## src/rtl/dap_ahb_mem_bridge.sv

```systemverilog
// rtl/dap_ahb_mem_bridge.sv - AHB-Lite slave bridging single transfers onto a register-file port
module dap_ahb_mem_bridge #(
  parameter int ADDRWIDTH = 12,
  parameter int READ_WAIT = 0
) (
  input  logic                 clk,
  input  logic                 reset,
  input  logic                 HSEL,
  input  logic [31:0]          HADDR,
  input  logic [1:0]           HTRANS,
  input  logic                 HWRITE,
  input  logic [2:0]           HSIZE,
  input  logic [31:0]          HWDATA,
  input  logic                 HREADY,
  output logic                 HREADYOUT,
  output logic                 HRESP,
  output logic [31:0]          HRDATA,
  output logic                 mem_write_en,
  output logic [ADDRWIDTH-1:0] mem_addr,
  output logic [31:0]          mem_wdata,
  output logic [3:0]           mem_byte_strobe,
  input  logic [31:0]          mem_rdata
);

  typedef enum logic [2:0] {
    IDLE,
    WRITE,
    READ_WAIT_ST,
    READ,
    ERR1,
    ERR2
  } state_t;

  localparam logic [3:0] WAIT_LAST = 4'(READ_WAIT > 0 ? READ_WAIT - 1 : 0);

  state_t                state;
  state_t                state_nxt;
  state_t                phase_state;
  logic [ADDRWIDTH-1:0]  addr_q;
  logic [3:0]            strobe_q;
  logic [3:0]            strobe_nxt;
  logic [3:0]            wait_cnt;
  logic                  illegal;
  logic                  ready;
  logic                  accept;
  logic                  unused_haddr;

  assign unused_haddr = ^HADDR[31:ADDRWIDTH];

  // Address phases are only taken on cycles where this slave is itself ready.
  assign ready  = (state != READ_WAIT_ST) && (state != ERR1);
  assign accept = ready && HSEL && HTRANS[1] && HREADY;

  always_comb begin
    strobe_nxt = 4'b0000;
    illegal    = 1'b0;
    case (HSIZE)
      3'd0: strobe_nxt = 4'b0001 << HADDR[1:0];
      3'd1: begin
        strobe_nxt = HADDR[1] ? 4'b1100 : 4'b0011;
        illegal    = HADDR[0];
      end
      3'd2: begin
        strobe_nxt = 4'b1111;
        illegal    = (HADDR[1:0] != 2'b00);
      end
      default: illegal = 1'b1;
    endcase
  end

  always_comb begin
    phase_state = IDLE;
    if (illegal) begin
      phase_state = ERR1;
    end else if (HWRITE) begin
      phase_state = WRITE;
    end else if (READ_WAIT > 0) begin
      phase_state = READ_WAIT_ST;
    end else begin
      phase_state = READ;
    end
  end

  always_comb begin
    state_nxt = state;
    case (state)
      IDLE, WRITE, READ, ERR2: state_nxt = accept ? phase_state : IDLE;
      READ_WAIT_ST: begin
        if (wait_cnt == WAIT_LAST) begin
          state_nxt = READ;
        end
      end
      ERR1:    state_nxt = ERR2;
      default: state_nxt = IDLE;
    endcase
  end

  always_ff @(posedge clk or posedge reset) begin
    if (reset) begin
      state    <= IDLE;
      addr_q   <= '0;
      strobe_q <= 4'b0000;
      wait_cnt <= 4'd0;
    end else begin
      state <= state_nxt;
      if (accept) begin
        addr_q   <= HADDR[ADDRWIDTH-1:0];
        strobe_q <= strobe_nxt;
      end
      if ((state == READ_WAIT_ST) && (state_nxt == READ_WAIT_ST)) begin
        wait_cnt <= wait_cnt + 4'd1;
      end else begin
        wait_cnt <= 4'd0;
      end
    end
  end

  // Outputs decode from registered state so reset clears them without waiting for a clock.
  assign HREADYOUT       = ready;
  assign HRESP           = (state == ERR1) || (state == ERR2);
  assign HRDATA          = (state == READ) ? mem_rdata : 32'd0;
  assign mem_write_en    = (state == WRITE);
  assign mem_wdata       = (state == WRITE) ? HWDATA : 32'd0;
  assign mem_addr        = addr_q;
  assign mem_byte_strobe = ((state == WRITE) || (state == READ_WAIT_ST) || (state == READ))
                           ? strobe_q : 4'b0000;

endmodule
```

## config.mk

```make
export PLATFORM = sky130hd
export DESIGN_NAME = dap_ahb_mem_bridge
export DESIGN_NICKNAME = d
export VERILOG_FILES = /design/src/rtl/dap_ahb_mem_bridge.sv
export SDC_FILE = /design/constraint.sdc
export NUM_CORES = 1
export LEC_CHECK = 0
export CORE_MARGIN = 1.5
export CORE_UTILIZATION = 27
export DETAILED_ROUTE_END_ITERATION = 7
export GPL_TIMING_DRIVEN = 1
export PLACE_DENSITY = 0.81
export SETUP_SLACK_MARGIN = 0.5
export SLEW_MARGIN = 20
export SYNTH_ARGS = -nofsm -noshare
export SYNTH_HDL_FRONTEND = slang
export SYNTH_SLANG_ARGS = --single-unit
export TNS_END_PERCENT = 30
```

## constraint.sdc

```tcl
create_clock -name clk -period 1.9 [get_ports clk]
set_input_delay 0.38 -clock clk [delete_from_list [all_inputs] [get_ports clk]]
set_output_delay 0.38 -clock clk [all_outputs]
set_load 0.1 [all_outputs]
```

==> flow_metrics.py <==
metrics = {
    "cells_and_area": {
        "drive_gt1_share_pct": 56.0,
        "syn_to_final_growth_pct": 179,
        "design_area_sq_um": 4440,
        "num-fill-cells": 306,
        "diodes": 0,
        "fin_nets": 461,
    },
    "routing": {
        "viasPerCell": 4.60,
        "wirelength_microns": 7400,
        "wire_per_inst_microns": 17.4,
        "firstDrtPassIters": 4,
        "drcViolationCount": 0,
        "via_count": 1949,
        "postRouteAntennaNets": 0,
        "drt_iter0_drc": 38,
    },
    "power": {
        "powerDensity_nw_per_um2": 1330,
        "p_leak_nw": 1.97,
        "comb_power_share_pct": 81.3,
        "clock_power_share_pct": 5.1,
        "power_switching_share_pct": 58.1,
        "irDropWorstVdd_uv": 1360,
        "p_seq_share_pct": 13.6,
        "finalPower_mw": 5.90,
        "switchingPower_mw": 3.43,
        "internal_power_mw": 2.47,
    },
    "timing": {
        "period_share_pct": 99.4,
        "fmax_mhz": 529,
        "fin_skew_ns": 0.00810,
        "period_minus_slack_ns": 1.89,
        "worstMarginPinSlew_ns": 0.284,
        "maxSlewViolCount": 0,
        "hold_slack_ns": 0.456,
        "relSlewSlack_pct": 81.1,
        "setup_viol": 0,
        "finalHoldViolations": 0,
        "rsz0062_at_grt": "true",
    },
    "clocking": {
        "clkTransAtPathRegs_ns": 0.07,
        "clock_path_buffers": 2,
        "cts_tree": "yes",
        "cts-root-buf": "clkbuf_8",
        "clk_latency_ns": 0.27,
        "htreeDepth": 1,
        "cts_buffers": 3,
        "clkSinkCount": 23,
    },
    "setup_path": {
        "path_class": "flop to primary output",
        "path_max_fanout": 33,
        "critPathRequiredTime_ns": 1.52,
        "cp.arrival_ns": 1.51,
        "startpoint_type": "flop",
        "r2r_cells": 5,
        "endpoint_kind": "primary output",
    },
    "placement": {
        "gp_congestion": 0.806,
        "port-buffer-count": 167,
        "dp.final_hpwl_microns": 5980,
        "placed_area_sq_um": 4280,
    },
    "logic_synthesis": {
        "synth_warnings": 0,
        "ys_seq_area_share_pct": 36.1,
        "synthesis.area_sq_um": 1590,
        "ys_types": 31,
        "synth_fp_nets": 284,
        "ys_ff_latch": 23,
        "synth_area_per_cell_sq_um": 9.06,
        "netlist_instances": 176,
    },
    "floorplan": {
        "dieArea_sq_um": 6370,
        "start_util_pct": 28.4,
        "pin_count": 189,
        "dieHeight_microns": 79.8,
        "fp.dieW_microns": 79.8,
        "placementRows": 27,
        "core_sq_um": 5610,
    },
    "hold_path": {
        "worstHoldPathType": "input pin to flop",
        "whs_path_depth": 2,
    },
    "global_route": {
        "grt_max_degree": 34,
        "gr-total-overflow": 0,
        "grt_use_total_pct": 21.7,
        "antenna_found_initial": 0,
        "grt_pass1_vias": 2083,
        "grt_pass1_wl_microns": 10500,
    },
    "status": {
        "status": "finished, final reports clean",
    },
    "job": {
        "maxCapViolCount": 0,
    },
}
[metrics by stage]
stage	setup slack (ns)	util, %	cells	TNS (ns)
2_1_floorplan	0.171	-	176	0
3_3_place_gp	0.0431	76.3	417	0
3_5_place_dp	0.0447	76.3	417	0
4_1_cts	0.0239	77.8	423	0
5_1_grt	-0.0408	79.2	424	-0.992
6_report	0.0106	79.2	424	0
[cell usage after synthesis, drive strengths merged]
cell type	n	area, sq um
nand3	1	5.00
or3	2	17.5
o21bai	2	15.0
o311ai	1	8.76
nand2b	1	6.26
mux2	12	180
a21boi	1	7.51
xor2	2	17.5
nor3b	1	7.51
ha	2	25.0
o22ai	1	6.26
a21oi	6	30.0
dfrtp	23	576
nand2	7	26.3
nor2b	3	18.8
a21bo	1	10.0
buf	5	43.8
nor3	1	5.00
clkbuf	5	18.8
and2	68	425
o21ai	8	40.0
o21a	1	7.51
o211ai	1	7.51
and3	1	6.26
xnor2	1	8.76
inv	7	26.3
or2	1	6.26
nor2	11	41.3
[cells in the final DEF, fill, tap and decap left out, drive strengths merged, types with 2 or more instances in the layout]
cell,n
dlymetal6s2s,4
inv,7
nor2,11
xor2,2
nand2,7
clkbuf,4
mux2,12
ha,2
dfrtp,23
o21ai,8
and2,68
nor2b,3
a21oi,6
clkdlybuf4s50,80
o21bai,2
or3,2
buf,97
[metal layers]
metal | vias up | GRT usage [%] | routed length, microns
met5 | - | 0 | 0
met4 | 0 | 5.69 | 167
met3 | 18 | 5.26 | 593
met2 | 104 | 46.2 | 4260
met1 | 914 | 19.7 | 2380
li1 | 913 | - | -
[registers in the layout (all words and copies together), names as in the netlist]
name	cells
state	3
mem_addr	12
strobe_q	4
wait_cnt	4
[power by group through the flow]
stage               Combinational (mW)  Sequential (mW)  Clock (mW)
floorplan                         2.31             1.73           0
global placement                  4.65            0.790           0
detailed placement                4.73            0.791           0
CTS                               4.78            0.796       0.307
global route                      4.91            0.823       0.331
finish                            4.80            0.800       0.301
[worst max-delay path: stages (launching register included)]
cell	delay [ns]
dfrtp_1	0.39
nand2b_4	0.17
nor2_4	0.13
buf_12	0.19
and2_2	0.19
buf_12	0.17
[area by class of cell]
| type | count | area, sq um | area share, % |
|---|---|---|---|
| well taps | 72 | 90.1 | 2.03 |
| repair buffers | 182 | 2530 | 57.1 |
| clock buffers | 3 | 41.3 | 0.930 |
| multi-input cells | 136 | 1160 | 26.2 |
| flip-flops and latches | 23 | 577 | 13.0 |
| clock inverters | 1 | 7.51 | 0.169 |
| inverters | 7 | 26.3 | 0.592 |
[kinds of logic after synthesis]
group,share of synthesized area [%]
compound gates,8.32
fa+ha+maj,1.57
buf+inv,5.57
flops,36.1
mux,11.3
xor+xnor,1.65
simple gates,35.5
[final timing paths]
check | to | slack, ns | from
setup / recovery | mem_wdata[0] | 0.01 | state[2]$_DFF_PP0_
hold / removal | mem_addr[0]$_DFFE_PP0N_ | 0.46 | HADDR[0]
setup reg to reg | mem_addr[1]$_DFFE_PP0N_ | 0.32 | state[1]$_DFF_PP0_
hold reg to reg | strobe_q[2]$_DFFE_PP0N_ | 0.48 | strobe_q[2]$_DFFE_PP0N_
max in group asynchronous | state[0]$_DFF_PP0_ | 1.17 | reset
min in group asynchronous | mem_addr[3]$_DFFE_PP0N_ | 0.49 | reset
[timing repair]
action | CTS | global route
pin swaps | 2 | 21
hold buffers | 0 | 0
cloned | 0 | 1
buffers inserted | 2 | 0
resized for setup | 7 | 17
endpoints found under the setup margin | 88 | 91
Note: power is estimated with default switching activity, not from simulation.
